--- config.mk ---
export PLATFORM = sky130hd
export DESIGN_NAME = serial_sub_ctrl
export DESIGN_NICKNAME = d
export VERILOG_FILES = /design/src/rtl/serial_sub_ctrl.sv
export SDC_FILE = /design/constraint.sdc
export NUM_CORES = 1
export LEC_CHECK = 0
export ABC_AREA = 1
export BUFFER_PORTS_ARGS = -buffer_cell sky130_fd_sc_hd__buf_2
export CAP_MARGIN = 15
export CORE_MARGIN = 2
export CORE_UTILIZATION = 45
export DETAILED_ROUTE_END_ITERATION = 8
export GPL_TIMING_DRIVEN = 0
export PLACE_DENSITY = 0.64
export SYNTH_ARGS = -nofsm -noshare
export SYNTH_HDL_FRONTEND = slang
export SYNTH_SLANG_ARGS = --single-unit
--- constraint.sdc ---
create_clock -name clk -period 1.8 [get_ports clk]
set_input_delay 0 -clock clk [delete_from_list [all_inputs] [get_ports clk]]
set_output_delay 0 -clock clk [all_outputs]
set_load 0.02 [all_outputs]
--- src/rtl/serial_sub_ctrl.sv ---
// Bit-serial subtractor: one 1-bit full-subtractor cell evaluated per clock,
// sequenced by a start/busy/done handshake with registered results.
//
// state | meaning
// IDLE  | waiting for start; operands captured on the accepting edge
// RUN   | one cell evaluation per edge, LSB first, WIDTH edges total
// DONE  | results valid, done pulses for one cycle, then back to IDLE
module serial_sub_ctrl #(
  parameter int WIDTH = 8
) (
  input  logic             clk,
  input  logic             rst_n,
  input  logic             start,
  input  logic [WIDTH-1:0] a,
  input  logic [WIDTH-1:0] b,
  input  logic             bin,
  output logic             busy,
  output logic             done,
  output logic [WIDTH-1:0] diff,
  output logic             borrow,
  output logic             ovf
);

  localparam int CW = (WIDTH > 1) ? $clog2(WIDTH) : 1;

  typedef enum logic [1:0] {
    IDLE = 2'd0,
    RUN  = 2'd1,
    DONE = 2'd2
  } state_t;

  state_t           state, state_nxt;
  logic             load, step, last;

  logic [WIDTH-1:0] a_sr, b_sr, d_sr;
  logic [CW-1:0]    cnt;
  logic             br;
  logic             a_msb, b_msb;

  logic             x, y, d, bo;
  logic [WIDTH-1:0] d_final;

  assign x       = a_sr[0];
  assign y       = b_sr[0];
  assign d       = x ^ y ^ br;
  assign bo      = (~x & y) | (~(x ^ y) & br);
  assign d_final = {d, d_sr[WIDTH-1:1]};

  always_ff @(posedge clk or negedge rst_n) begin
    if (!rst_n) begin
      state <= IDLE;
    end else begin
      state <= state_nxt;
    end
  end

  always_comb begin
    state_nxt = state;
    load      = 1'b0;
    step      = 1'b0;
    last      = 1'b0;
    busy      = (state != IDLE);
    done      = 1'b0;
    case (state)
      IDLE: begin
        if (start) begin
          load      = 1'b1;
          state_nxt = RUN;
        end
      end
      RUN: begin
        step = 1'b1;
        if (cnt == CW'(WIDTH - 1)) begin
          last      = 1'b1;
          state_nxt = DONE;
        end
      end
      DONE: begin
        done      = 1'b1;
        state_nxt = IDLE;
      end
      default: state_nxt = IDLE;
    endcase
  end

  always_ff @(posedge clk or negedge rst_n) begin
    if (!rst_n) begin
      a_sr  <= '0;
      b_sr  <= '0;
      d_sr  <= '0;
      cnt   <= '0;
      br    <= 1'b0;
      a_msb <= 1'b0;
      b_msb <= 1'b0;
    end else if (load) begin
      a_sr  <= a;
      b_sr  <= b;
      br    <= bin;
      cnt   <= '0;
      a_msb <= a[WIDTH-1];
      b_msb <= b[WIDTH-1];
    end else if (step) begin
      a_sr <= {1'b0, a_sr[WIDTH-1:1]};
      b_sr <= {1'b0, b_sr[WIDTH-1:1]};
      d_sr <= d_final;
      br   <= bo;
      cnt  <= cnt + 1'b1;
    end
  end

  // Result registers only move on the edge that enters DONE.
  always_ff @(posedge clk or negedge rst_n) begin
    if (!rst_n) begin
      diff   <= '0;
      borrow <= 1'b0;
      ovf    <= 1'b0;
    end else if (last) begin
      diff   <= d_final;
      borrow <= bo;
      ovf    <= (a_msb != b_msb) && (d != a_msb);
    end
  end

endmodule

==> impl_metrics.tcl <==
set metrics [dict create \
    status "complete, no violations" \
    grt_pass1_wl_um 6782 \
    dr.first_iter.drc_count 111 \
    path_buf_inv 4 \
    hpwl_um 2588 \
    core_area_um2 4058 \
    drtAntennaViolNets 0 \
    io-pin-count 32 \
    hold_violations 0 \
    ys_types 19 \
    switchingPower_w 0.001546 \
    synth-seq-cells 41 \
    synth.cell_area_um2 1919 \
    yosys.area_share.simple 0.2947 \
    root_buffer "clkbuf_8" \
    fillers 385 \
    drv_slew 0 \
    cts_tree "done" \
    drt_first_pass_iters 4 \
    synth_nets 242 \
    finalSetupTns_ps 0 \
    cellLeakagePower_nw 1.256 \
    wl_per_cell_um 12.04 \
    fin_skew_ps 7.901 \
    antenna_found_initial 0 \
    avgSynthCellArea_um2 8.764 \
    power_frac_seq 0.412 \
    numCtsBuffers 5 \
    ys_warn_count 0 \
    cp_max_fo 10 \
    drv_cap 0 \
    async_reset_ff_frac 1.000 \
    power.share.clock 0.156 \
    synthCells 219 \
    cts_buffer_depth 2 \
    slew-limit-headroom 0.3829 \
    period_minus_slack_ps 1441 \
    wirelength_um 3865 \
    grt_pass1_vias 1458 \
    synth_compound_area_frac 0.07301 \
    dieHeight_um 69.31 \
    rows 23 \
    cts_max_level 2 \
    diodes 0 \
    place.gp.congestion 0.7890 \
    clk_latency_ps 290 \
    hp-class "in -> reg" \
    cts_resized 0 \
    timing.fmax_mhz 694.1 \
    synth-xor-area-share 0 \
    start_kind "flip-flop" \
    grt.overflow.total 0 \
    synthMuxAreaShare 0 \
    critPathSlowestCell "dfrtp_1" \
    post-route-period-util 0.8004 \
    setup_viol 0 \
    combPwrFrac 0.432 \
    clk_pin_slew_worst_paths_ps 80 \
    tightest_slew_ps 925.7 \
    ir_worst_vdd_v 0.0007366 \
    drive_gt1_frac 0.2325 \
    seq_area_frac_synth 0.5346 \
    vias 1539 \
    p_int_w 0.002215 \
    die_area_um2 4804 \
    arrival_ps 1440 \
    cp_cell_sequence "buf_6 > nor2_4 > buf_4 > inv_1 > buf_2" \
    postCtsSetupBuffers 0 \
    synth_fa_ha_area_frac 0.02347 \
    numPortBuffers 30 \
    stdcell_count 321 \
    synth_top_family_by_area "simple AND/OR/NAND/NOR gates" \
    critPathTopFamily "buffers and inverters" \
    hold_buffers 14 \
    switching_share 0.4110 \
    ys.flop_type "dfrtp_1" \
    rsz0062_at_grt "false" \
    place_inst 299 \
    start_util 0.4730 \
    grt_use_total 0.1783 \
    cts_sinks 41 \
    nNetsFinal 293 \
    synth_edf_count 0 \
    drc_errors 0 \
    cpPeakStageDelay_ps 380 \
    power_density_nw_per_um2 1594 \
    die-width_um 69.31 \
    endpoint_kind "output port" \
    grt_max_degree 42 \
    cp.required_ps 1800 \
    syn2layout_area_growth_pct 22.88 \
    critPathKind "reg -> out" \
    avgViaCountPerCell 4.794 \
]
-- synth_stat cells, types with 2 or more instances --
cell      number  area (um^2)
buf_2          6        30.03
buf_6          3        33.78
dfrtp_1       41         1026
ha_1           2        25.02
inv_1         16        60.06
inv_2          2        7.510
nand2_1       85        319.1
nand2_4        2        22.52
nand3_1       21        105.1
nand3b_1      11        82.58
nor2_1         2        7.510
nor2_4         2        22.52
o21ai_0        9        45.04
o21ai_1        5        25.02
o21ai_2        8        70.07
-- worst min-delay path, stage by stage --
cell and delay (ps):
buf_2 70, nand3b_1 90, nand2_1 50, nand2_1 50
-- kinds of logic after synthesis --
logic type | after synthesis
DFF | 41
and+or+nand+nor | 124
buffers and inverters | 29
AOI/OAI and AO/OA | 22
adders and majority gates | 3
-- path summary, 6_finish.rpt --
path	startpoint	end	slack (ps)	cells after the start
worst max-delay path	state[0]$_DFFE_PN0P_	busy	360	5
worst min-delay path	b[6]	b_sr[6]$_DFFE_PN0P_	4	4
worst max register to register	a_sr[0]$_DFFE_PN0P_	ovf$_DFFE_PN0P_	410	6
worst min register to register	diff[7]$_DFFE_PN0P_	diff[7]$_DFFE_PN0P_	480	2
max in group asynchronous	rst_n	b_sr[7]$_DFFE_PN0P_	850	2
min in group asynchronous	rst_n	ovf$_DFFE_PN0P_	380	2
-- sequential cells by signal, summed over array words and instances, names as in the netlist --
| signal | cells |
|---|---|
| d_sr | 7 |
| a_sr | 8 |
| borrow | 1 |
| b_msb | 1 |
| a_msb | 1 |
| ovf | 1 |
| br | 1 |
| b_sr | 8 |
| state | 2 |
| cnt | 3 |
| diff | 8 |
-- per-layer routing --
metal  track usage  part of all wire  vias up
li1              -                 -      791
met1        0.2514              0.48      713
met2        0.2671              0.46       31
met3       0.04797             0.043        4
met4       0.05882             0.010        0
met5             0                 0        -
-- final cells by class --
cell class / instances / area [um^2] / share of cell area
Sequential cell: 41 / 1026 / 0.4350
Timing Repair Buffer: 44 / 290.3 / 0.1231
Inverter: 18 / 67.56 / 0.02865
Clock buffer: 5 / 68.82 / 0.02918
Buffer: 11 / 75.07 / 0.03183
Clock inverter: 3 / 17.52 / 0.007427
Multi-Input combinational cell: 149 / 750.7 / 0.3183
Tap cell: 50 / 62.56 / 0.02653
-- metrics by stage --
step	hold slack [ps]	setup WS (ps)	cell area, um^2	power (W)	util
after floorplan	-295.6	498.5	1919	0.002756	-
after global placement	188.8	404.3	2132	0.003152	0.5254
after detailed placement	191.7	386.9	2132	0.003196	0.5254
after CTS	1.455	338.5	2359	0.003815	0.5813
after global routing	35.43	277.2	2359	0.004126	0.5813
final	3.591	359.4	2359	0.003760	0.5813
-- layout by cell type (no fill, tap or decap) --
cell,Yosys,routed
clkinvlp_4,0,1
buf_6,3,3
buf_2,6,36
fa_1,1,1
clkbuf_1,1,1
dfrtp_1,41,41
nand2_4,2,2
buf_4,1,1
clkbuf_8,0,5
clkinv_2,0,2
nor2_4,2,2
inv_2,2,2
ha_1,2,2
o21ai_0,9,9
nand3b_1,11,11
nand2_2,1,1
o21ai_1,5,5
nand2_1,85,85
dlygate4sd3_1,0,14
o21ai_2,8,8
inv_1,16,16
nor2_1,2,2
nand3_1,21,21
-- power by group through the flow --
stage                     combinational (W)  sequential, W  clock, W
final                               0.00163        0.00155  0.000587
after global routing                0.00188        0.00160  0.000650
after CTS                           0.00166        0.00155  0.000606
after detailed placement            0.00163        0.00157         0
after global placement              0.00159        0.00156         0
after floorplan                     0.00110        0.00165         0
No activity file was read; power rests on OpenSTA's default activity.
